[src/rtl/spi_reg_bank.sv]
`default_nettype none
// ============================================================================
// spi_reg_bank : control/status register map behind the SPI slave (VNA DSP)
// Revision     : 1.0
// ============================================================================
module spi_reg_bank #(
   parameter int                    ADDR_WIDTH = 7,
   parameter int                    DATA_WIDTH = 24,
   parameter int                    NUM_CFG    = 12,
   parameter logic [DATA_WIDTH-1:0] ID_VALUE   = 24'h564E41
) (
   input  logic                          clk,
   input  logic                          rst,
   input  logic [ADDR_WIDTH-1:0]         addr,
   input  logic                          addr_ready,
   input  logic                          rw,
   input  logic [DATA_WIDTH-1:0]         wr_data,
   input  logic                          wr_valid,
   output logic [DATA_WIDTH-1:0]         rd_data,
   input  logic [7:0]                    status_set,
   output logic                          ctrl_enable,
   output logic                          start_pulse,
   output logic                          wr_strobe,
   output logic [ADDR_WIDTH-1:0]         wr_addr,
   output logic [NUM_CFG*DATA_WIDTH-1:0] cfg_flat,
   output logic [7:0]                    bad_addr_count
);

   localparam logic [ADDR_WIDTH-1:0] C_A_ID      = ADDR_WIDTH'(0);
   localparam logic [ADDR_WIDTH-1:0] C_A_CTRL    = ADDR_WIDTH'(1);
   localparam logic [ADDR_WIDTH-1:0] C_A_STATUS  = ADDR_WIDTH'(2);
   localparam logic [ADDR_WIDTH-1:0] C_A_SCRATCH = ADDR_WIDTH'(3);

   typedef enum logic [1:0] {S_IDLE, S_ADDR, S_DATA, S_DONE} state_t;

   state_t                          state_q, state_d;
   logic                            ar_q, wv_q, arm_q, arm_d;
   logic [ADDR_WIDTH-1:0]           addr_q, addr_d;
   logic                            rw_q, rw_d;
   logic [DATA_WIDTH-1:0]           rd_data_q, rd_data_d;
   logic [DATA_WIDTH-1:0]           ctrl_q, ctrl_d;
   logic [DATA_WIDTH-1:0]           scratch_q, scratch_d;
   logic [7:0]                      sticky_q, sticky_d;
   logic [7:0]                      bad_cnt_q, bad_cnt_d;
   logic [NUM_CFG*DATA_WIDTH-1:0]   cfg_q, cfg_d;
   logic                            wr_strobe_q, wr_strobe_d;
   logic                            start_q, start_d;
   logic [ADDR_WIDTH-1:0]           wr_addr_q, wr_addr_d;

   logic                            w_ar_rise, w_wv_rise, w_commit;
   logic [7:0]                      w_clr;
   logic [DATA_WIDTH-1:0]           w_rd_sel;

   function automatic logic is_mapped(input logic [ADDR_WIDTH-1:0] a);
      return 32'(a) < 32'(4 + NUM_CFG);
   endfunction

   // arm_q blocks a level left high across reset from looking like a new frame
   assign w_ar_rise = addr_ready & ~ar_q & arm_q;
   assign w_wv_rise = wr_valid & ~wv_q;
   assign arm_d     = arm_q | ~addr_ready;

   always_comb begin
      w_rd_sel = '0;
      if (addr == C_A_ID)      w_rd_sel = ID_VALUE;
      if (addr == C_A_CTRL)    w_rd_sel = ctrl_q;
      if (addr == C_A_STATUS)  w_rd_sel = {{(DATA_WIDTH-16){1'b0}}, bad_cnt_q, sticky_q};
      if (addr == C_A_SCRATCH) w_rd_sel = scratch_q;
      for (int k = 0; k < NUM_CFG; k++) begin
         if (addr == ADDR_WIDTH'(4 + k)) w_rd_sel = cfg_q[k*DATA_WIDTH +: DATA_WIDTH];
      end
   end

   always_comb begin
      state_d     = state_q;
      addr_d      = addr_q;
      rw_d        = rw_q;
      rd_data_d   = rd_data_q;
      bad_cnt_d   = bad_cnt_q;
      ctrl_d      = ctrl_q;
      scratch_d   = scratch_q;
      cfg_d       = cfg_q;
      wr_addr_d   = wr_addr_q;
      w_clr       = '0;
      w_commit    = 1'b0;

      case (state_q)
         S_IDLE: begin
            if (w_ar_rise) begin
               addr_d    = addr;
               rw_d      = rw;
               rd_data_d = w_rd_sel;
               if (!is_mapped(addr) && bad_cnt_q != 8'hFF) bad_cnt_d = bad_cnt_q + 8'd1;
               state_d   = S_ADDR;
            end
         end
         S_ADDR: begin
            if (!addr_ready)    state_d = S_IDLE;
            else if (w_wv_rise) state_d = S_DATA;
         end
         S_DATA: begin
            w_commit = !rw_q && is_mapped(addr_q);
            state_d  = S_DONE;
         end
         default: begin
            if (!addr_ready) state_d = S_IDLE;
         end
      endcase

      if (w_commit) begin
         wr_addr_d = addr_q;
         if (addr_q == C_A_CTRL)    ctrl_d    = {wr_data[DATA_WIDTH-1:2], 1'b0, wr_data[0]};
         if (addr_q == C_A_STATUS)  w_clr     = wr_data[7:0];
         if (addr_q == C_A_SCRATCH) scratch_d = wr_data;
         for (int k = 0; k < NUM_CFG; k++) begin
            if (addr_q == ADDR_WIDTH'(4 + k)) cfg_d[k*DATA_WIDTH +: DATA_WIDTH] = wr_data;
         end
      end

      wr_strobe_d = w_commit;
      start_d     = w_commit && (addr_q == C_A_CTRL) && wr_data[1];
      // set wins over a simultaneous write-1-clear
      sticky_d    = (sticky_q & ~w_clr) | status_set;
   end

   always_ff @(posedge clk) begin
      if (rst) begin
         state_q     <= S_IDLE;
         ar_q        <= 1'b0;
         wv_q        <= 1'b0;
         arm_q       <= 1'b0;
         addr_q      <= '0;
         rw_q        <= 1'b0;
         rd_data_q   <= '0;
         ctrl_q      <= '0;
         scratch_q   <= '0;
         sticky_q    <= '0;
         bad_cnt_q   <= '0;
         cfg_q       <= '0;
         wr_strobe_q <= 1'b0;
         start_q     <= 1'b0;
         wr_addr_q   <= '0;
      end else begin
         state_q     <= state_d;
         ar_q        <= addr_ready;
         wv_q        <= wr_valid;
         arm_q       <= arm_d;
         addr_q      <= addr_d;
         rw_q        <= rw_d;
         rd_data_q   <= rd_data_d;
         ctrl_q      <= ctrl_d;
         scratch_q   <= scratch_d;
         sticky_q    <= sticky_d;
         bad_cnt_q   <= bad_cnt_d;
         cfg_q       <= cfg_d;
         wr_strobe_q <= wr_strobe_d;
         start_q     <= start_d;
         wr_addr_q   <= wr_addr_d;
      end
   end

   assign rd_data        = rd_data_q;
   assign ctrl_enable    = ctrl_q[0];
   assign start_pulse    = start_q;
   assign wr_strobe      = wr_strobe_q;
   assign wr_addr        = wr_addr_q;
   assign cfg_flat       = cfg_q;
   assign bad_addr_count = bad_cnt_q;

endmodule
`default_nettype wire

[config.mk]
export PLATFORM = sky130hd
export DESIGN_NAME = spi_reg_bank
export DESIGN_NICKNAME = d
export VERILOG_FILES = /design/src/rtl/spi_reg_bank.sv
export SDC_FILE = /design/constraint.sdc
export NUM_CORES = 1
export LEC_CHECK = 0
export CORE_UTILIZATION = 48
export DETAILED_ROUTE_END_ITERATION = 8
export PLACE_DENSITY = 0.76
export SLEW_MARGIN = 20
export SYNTH_ARGS = -nofsm -noshare
export SYNTH_HDL_FRONTEND = slang
export SYNTH_SLANG_ARGS = --single-unit
[constraint.sdc]
create_clock -name clk -period 2.5 [get_ports clk]
set_clock_uncertainty 0.15 [all_clocks]
set_input_delay 0.375 -clock clk [delete_from_list [all_inputs] [get_ports clk]]
set_output_delay 0.375 -clock clk [all_outputs]
set_load 0.005 [all_outputs]
; Yosys cells after proc, flatten, opt, wreduce, memory -nomap -nowiden
; Cells that the tools add are included.
; W data, S select, Z words.
[op_classes]
addsub = 1
order_cmp = 2
n_eq_ne = 36
muxes = 24
bitwise_logic = 10
n_reduce_logical = 25
[ops]
columns = operator, count
row1 = $mux W24, 15
row2 = $eq A7 B4 Y1 const B, 16
row3 = $eq A7 B3 Y1 const B, 8
row4 = $reduce_and A2 Y1, 15
row5 = $eq A7 B2 Y1 const B, 4
row6 = $mux W23, 1
row7 = $mux W8, 2
row8 = $eq A7 B1 Y1 const B, 2
row9 = $lt A7 B5 Y1 const B, 2
row10 = $add A8 B1 Y8 const B, 1
row11 = $and A8 B8 Y8, 1
row12 = $mux W2, 4
row13 = $ne A8 B8 Y1 const B, 1
row14 = $not A8 Y8, 1
row15 = $or A8 B8 Y8, 1
row16 = $logic_not A7 Y1, 1
row17 = $pmux W2 S3, 1
row18 = $reduce_and A3 Y1, 2
row19 = $logic_and A1 B1 Y1, 4
row20 = $ne A4 B1 Y1 const B, 1
row21 = $and A1 B1 Y1, 3
row22 = $ne A3 B3 Y1 const B, 1
row23 = $not A1 Y1, 3
row24 = $eq A2 B1 Y1 const B, 1
row25 = 6 further kinds, 7
[word_totals]
regBits = 397
input_bits = 44
output_inout_bits = 330
wordCells = 124

; Logic depth before layout (Yosys ltp)
[logic_depth]
word_depth = 17
mapped_depth = 10
mapped_depth_nobuf = 7

; Worst setup path before layout
; Ideal clock, no wire load.
[synth_path]
path_type = register -> register
startpoint = reg state_q[0]
endpoint = reg cfg_q[156] (netlist: cfg_flat[156])
setup_ns = 0.143
arrival_ns = 2.018
path_slack_ns = 0.189
stages_incl_launch_ff = 10
path_buffers = 2
period_less_slack_ns = 2.311
cell_sequence = dfxtp_1 -> inv_1 -> ha_1 -> or4b_1 -> buf_6 -> nor4b_4 -> nand2_1 -> clkbuf_1 -> nand2_1 -> a21oi_2
[synth_via]
elab_chain_cells = 3
[synth_lines]
columns = element, line
row1 = start: declaration, 36  ; state_t state_q, state_d;
row2 = start signal: assignment, 144  ; state_q <= state_d;
row3 = $eq A2 B2 Y1, 87  ; case (state_q)
row4 = $mux W1, 87
row5 = $reduce_and A2 Y1 (no source line), -
row6 = end signal: assignment, 155  ; cfg_q <= cfg_d;
row7 = end: declaration, 45  ; logic [NUM_CFG*DATA_WIDTH-1:0] cfg_q, cfg_d;
; No other way between the ends.
; A chain may end at the register's enable or synchronous reset.

; Final worst setup path
[layout_path]
startpoint = reg state_q[0]
endpoint = reg cfg_q[251] (netlist: cfg_flat[251])
; The elaborated chain is that of the path after synthesis.

==> metrics.cfg <==
[outcome]
status = finished, violations left
failed_checks = negative setup slack

[synthesis]
yosysSeqAreaShare_pct = 44.1
netlist_top_cells_count = 740 x nand2_1, 397 x dfxtp_1, 351 x a21oi_1, 127 x clkbuf_1, 62 x o21ai_0
synth_most_common_cell = nand2_1
synth_top_area_share_pct = 44.1
synth_edf_count = 0
synth_flop_cell = dfxtp_1
synth_cells = 2318
yosys_warnings = 0
async_flop_share_pct = 0
synth.largest_area_cell = dfxtp_1
ys_ff_latch = 397
synthDistinctLibCells = 74
avgSynthCellArea_sq_um = 7.78
synthTopCellsByArea = dfxtp_1 44%, nand2_1 15%, a21oi_1 9.7%
syn_nets = 2367
netlist_area_sq_um = 18000

[layout]
fillCellCount = 3008
layout.area.seq_sq_um = 7950
n_antenna_cell = 0
syn2layout_area_growth_pct = 38.5
finish.instance_area_sq_um = 25000
multiInputGateArea_sq_um = 9070
fin_util_pct = 67.9
fin_nets = 2781
drive_gt1_share_pct = 15.5

[critical_path]
critical_path_class = reg -> reg
crit_required_ps = 2840
arrival_ps = 2880
crit_path_start_kind = flop
cp_max_fo = 6
cp-end-kind = flop

[power_and_ir_drop]
p_total_mw = 14.4
p_leak_nw = 8.43
pwr_density_cell_nw_per_um2 = 578
irDropWorstVdd_mv = 0.551

[drt]
drt_iter0_drc = 2708
wl_microns = 81300
wl_per_cell_microns = 25.1
firstDrtPassIters = 7
ant_nets = 0
route.detailed.drc = 0
vias_per_cell = 6.17
dr_total_vias = 19938

[floorplanning]
io_pins = 374
die_x_microns = 196
core_sq_um = 36800
die_h_microns = 196
start_util_pct = 49.0
die_area_sq_um = 38400
fp-row-count = 70

[timing]
setup_slack_ps = -30.9
final.period_utilization_pct = 101
finalSetupViolations = 1
fmax_mhz = 395
period_minus_slack_ps = 2530
worst_slew_pin_slew_ps = 878
finalMaxSlewViolations = 0
rsz0062_at_grt = yes
finalHoldViolCount = 0
slew_headroom_pct = 41.3

[global_routing]
grt_pass1_vias = 18285
grt_pass1_wl_microns = 117000
overflow = 0
grt_max_degree = 133
antenna_found_initial = 2
grtUsageTotal_pct = 40.3

[place]
gp_congestion = 0.975
io_buffers = 373
dp_hpwl_microns = 56900
dpl-instance-area_sq_um = 23100

[clock_network]
cts_tree = built
cts_buffer_depth = 3
clkTransAtPathRegs_ps = 60
cts_buffers = 42
clockRootBuffer = clkbuf_16
cts_sinks = 397
clk_latency_ps = 580
h-tree-depth = 2

[worst_hold_path]
worstHoldPathType = in -> reg

[job]
maxCapViolCount = 0

## power breakdown
group	total, mW	leakage [nW]	switching [mW]	internal [mW]
clock network	6.98	0.750	2.69	4.28
registers	6.40	3.20	0.0387	6.36
logic	1.06	4.47	0.686	0.373
total	14.4	8.43	3.42	11.0
## sequential cells by signal, indices dropped and copies added, names as in the netlist
signal	count
cfg_flat	288
rd_data	24
scratch_q	24
ctrl_q	23
bad_addr_count	8
sticky_q	8
addr_q	7
wr_addr	7
state_q	2
ar_q	1
arm_q	1
rw_q	1
start_pulse	1
wr_strobe	1
wv_q	1
## worst paths after layout
| kind | startpoint | to | slack, ps | cells past startpoint |
|---|---|---|---|---|
| setup / recovery | state_q[0]$_SDFFE_PP0P_ | cfg_flat[251]$_SDFFE_PP0P_ | -30 | 10 |
| hold / removal | rw | rw_q$_SDFFE_PP0P_ | 260 | 3 |
| setup reg to reg | state_q[0]$_SDFFE_PP0P_ | cfg_flat[251]$_SDFFE_PP0P_ | -30 | 10 |
| hold reg to reg | ctrl_q[10]$_SDFFE_PP0P_ | ctrl_q[10]$_SDFFE_PP0P_ | 300 | 2 |
## what timing repair did
item	CTS	global route
hold endpoints to repair	12	0
endpoints found under the setup margin	25	211
setup buffers	0	3
gates resized for setup	9	44
cloned	0	9
pin swaps	0	7
hold buffers	1	0
## layer usage
layer  vias up  track usage (%)  share of wire, %
met4         4             14.6               3.7
met2      1472             61.8                45
met1      9514             56.1                39
li1       8739                -                 -
met3       209             7.99                12
met5         -                0             0.028
## layout make-up
class,count,area share [%]
Multi-Input combinational cell,1682,36.3
Sequential cell,397,31.8
Timing Repair Buffer,584,23.1
Clock buffer,61,4.99
Tap cell,468,2.34
Clock inverter,15,1.10
Inverter,25,0.376
## placed cells by master (no fill, tap or decap), types with 6 or more instances in the layout
master and count:
nand4_1 8, clkbuf_1 10, clkdlybuf4s50_1 369, mux2i_1 17, bufinv_16 8, a211oi_1 15
nor2_1 57, nor3_1 12, a21o_1 7, mux4_2 10, nor2b_1 17, nand3_1 20
a31oi_1 16, clkbuf_8 6, inv_1 22, o22ai_1 42, nand2_1 740, buf_12 24
nand2b_1 23, clkinv_2 7, and2_4 9, a21oi_1 345, a2bb2oi_1 7, and2_1 6
dfxtp_1 395, a21oi_2 66, o221ai_1 6, and3_1 6, mux2_2 38, buf_4 169
o211ai_1 6, buf_6 9, clkbuf_16 50, o21ai_0 62, a221oi_1 6, a22oi_1 41
## kinds of logic (layout without fill, tap and decap cells)
family | Yosys count | after routing | synth area share (%)
xor+xnor | 5 | 5 | 0.243
compound gates | 669 | 669 | 22.6
mux | 65 | 65 | 4.56
fa+ha+maj | 5 | 5 | 0.347
buf+inv | 239 | 685 | 6.14
flops | 397 | 397 | 44.1
simple gates | 938 | 938 | 22.0
## through the flow
step / worst slack (ps) / hold WS (ps) / TNS (ps) / std cells
6_report: -30.9 / 258 / -30.9 / 3232
5_1_grt: -80.1 / 272 / -155 / 3232
3_5_place_dp: -360 / 294 / -4920 / 3143
3_3_place_gp: -278 / 288 / -3620 / 3143
4_1_cts: 0.269 / 246 / 0 / 3220
2_1_floorplan: 189 / 282 / 0 / 2318
## critical path, cell delays in order, from the launching register on
cell     delay (ps)
dfxtp_2         330
inv_2            70
ha_4            140
or4b_4          470
buf_8           160
nor4b_4         280
buf_6           180
and2_4          240
buf_6           160
nand2_1          90
a21oi_2         180
No activity file was read; power rests on OpenSTA's default activity.
==> patch, RTL diff (config.mk and constraints unchanged) <==
`NUM_CFG`: 12 -> 6.
--- a/src/rtl/spi_reg_bank.sv
+++ b/src/rtl/spi_reg_bank.sv
@@ -8,3 +8,3 @@
    parameter int                    DATA_WIDTH = 24,
-   parameter int                    NUM_CFG    = 12,
+   parameter int                    NUM_CFG    = 6,
    parameter logic [DATA_WIDTH-1:0] ID_VALUE   = 24'h564E41
Ports: changed (resized cfg_flat); port bits go from 374 to 230. No check against the original RTL was run, so the function may have changed too.
==> patch against the unedited design <==
- non-clock buffer count fell by 272
- power is 41% lower
- final area is 41% lower
- synthesized area down 38%
- wire length decreased by 51%
- hold slack worse by 140 ps
- combinational power is 42% lower
- via count fell by 44%
- clock power down 45%
- setup slack better by 240 ps
- sequential cell count is 144 lower
- critical endpoint is now cfg_flat[37]$_SDFFE_PP0P_
- largest cell class unchanged
- largest power group is now registers
==> patch: results (changes against the unedited design) <==
- The post-synthesis async set-or-reset flop share came to 0 (unchanged).
- The power consumed by sequential cells is 4080 µW (-36%).
- The wire length reported by the detailed router is 40.2 mm (-51%).
- The number of flip-flops under the largest register name is 144 (-50%).
- The average detailed-routed wire length per instance was 21.2 µm (-16%).
- The routing usage on met2 was 0.568 (-0.0501).
- The wire length on met2 was 19.1 mm (-47%).
- The data arrival at the endpoint of the critical path is 2590 ps (-290 ps).
- The portion of the post-synthesis area used by sequential elements is 0.455 (+0.0145).
- The final HPWL from detailed placement was 28.6 mm (-50%).
- The minimum setup slack after placement is -84.3 ps (+276 ps).
- The routed length on met3 is 3.26 mm (-68%).
- The adder-cell share of the synthesized area was 0.00562 (+0.00215).
- The count of cell types in the netlist is 66 (-11%).
- The maximum number of pins on one net before global-route repair was 95 (-29%).
- The number of vias after detailed routing is 11130 (-44%).
- The initial antenna violation count is 0 (-2).
- The hold-critical path depth is 2 (-1).
- The share of cell area taken by muxes after synthesis was 0.0794 (+0.0337).
- The post-layout net count is 1643 (-41%).
- The iteration count of the initial detailed-routing pass was 7 (unchanged).
- The first-pass GRT wire length was 61.3 mm (-47%).
- The fraction of the mapped netlist area in compound gates was 0.182 (-0.0443).
- The fraction of final layout cells sized beyond drive strength 1 is 0.102 (-0.0528).
- The met3 track demand over resource in global routing is 0.0406 (-0.0393).
- The placed cell count is 1850 (-41%).
- The overall fraction of global-route tracks in use is 0.333 (-0.0702).
- In the post-synthesis netlist, the biggest area contributors are sky130_fd_sc_hd__dfxtp_1 (46%), sky130_fd_sc_hd__nand2_1 (11%), sky130_fd_sc_hd__a21oi_1 (9.0%).
- The top metal layer carrying routed signals is met4.
- The cell-internal power is 6500 µW (-41%).
- The placed instance area is 13900 µm² (-40%).
- The flow ran to the end, and the final reports show no timing, DRC or antenna violations.
- The leakage power is 0.00539 µW (-36%).
- The maximum ir drop on the vdd rail is 0.398 mV (-28%).
- The number of gates resized after CTS is 0 (-9).
- The met1 demand-to-capacity share in global routing is 0.414 (-0.147).
- Sorting the synthesized cells by how often they occur yields sky130_fd_sc_hd__nand2_1 (337), sky130_fd_sc_hd__dfxtp_1 (253), sky130_fd_sc_hd__a21oi_1 (199).
- The clock insertion delay at the later pin of the skew report is 530 ps (-50 ps).
- The routed metal-1 wirelength was 15.7 mm (-51%).
- The weighted congestion at the end of routability-driven global placement is 0.955 (-2.0%).
- The switching power of the nets came to 2010 µW (-41%).
- The largest driver fanout on the critical path was 23 (+17).
- The number of nets in the synthesized netlist came to 1437 (-39%).
- The worst hold path class is input port to flip-flop.
- The cell count of the worst reg-to-reg path is 8 (-2).
- The number of DRC violations after detailed-routing iteration 0 was 953 (-65%).
- The depth of the CTS H-tree came to 1 (-1).
-- patch: cell types whose count changed in the layout (fill, tap and decap cells not counted), moves of 23 or more --
cell / before / now
sky130_fd_sc_hd__nand2_1: 740 / 337
sky130_fd_sc_hd__a21oi_1: 345 / 199
sky130_fd_sc_hd__clkdlybuf4s50_1: 369 / 225
sky130_fd_sc_hd__dfxtp_1: 395 / 253
sky130_fd_sc_hd__buf_4: 169 / 73
sky130_fd_sc_hd__a21oi_2: 66 / 1
sky130_fd_sc_hd__nor2_1: 57 / 103
sky130_fd_sc_hd__mux2i_1: 17 / 59
sky130_fd_sc_hd__o22ai_1: 42 / 3
sky130_fd_sc_hd__a22oi_1: 41 / 13
sky130_fd_sc_hd__o21ai_0: 62 / 36
sky130_fd_sc_hd__clkbuf_16: 50 / 27
-- patch: final timing paths --
check / from / endpoint / slack, ps
setup / recovery: state_q[0]$_SDFFE_PP0P_ / cfg_flat[37]$_SDFFE_PP0P_ / 210
hold / removal: rst / sticky_q[0]$_SDFF_PP0_ / 120
setup reg to reg: state_q[0]$_SDFFE_PP0P_ / cfg_flat[37]$_SDFFE_PP0P_ / 210
hold reg to reg: scratch_q[19]$_SDFFE_PP0P_ / scratch_q[19]$_SDFFE_PP0P_ / 300
-- patch: final cells by class --
cell class                      instances  area [µm²]
Inverter                                7        26.3
Clock buffer                           41         778
Sequential cell                       253        5060
Tap cell                              285         357
Timing Repair Buffer                  312        3030
Multi-Input combinational cell        993        5460
Clock inverter                          5        50.0
Fill cell                            1913        7940
-- patch: worst reg2reg max path, delay by kind of cell, from the launching register on --
family / cells / cell delay (ps)
and+or+nand+nor: 4 / 1030
DFF: 1 / 340
buffers and inverters: 2 / 340
adders and majority gates: 1 / 200
AOI/OAI and AO/OA: 1 / 150
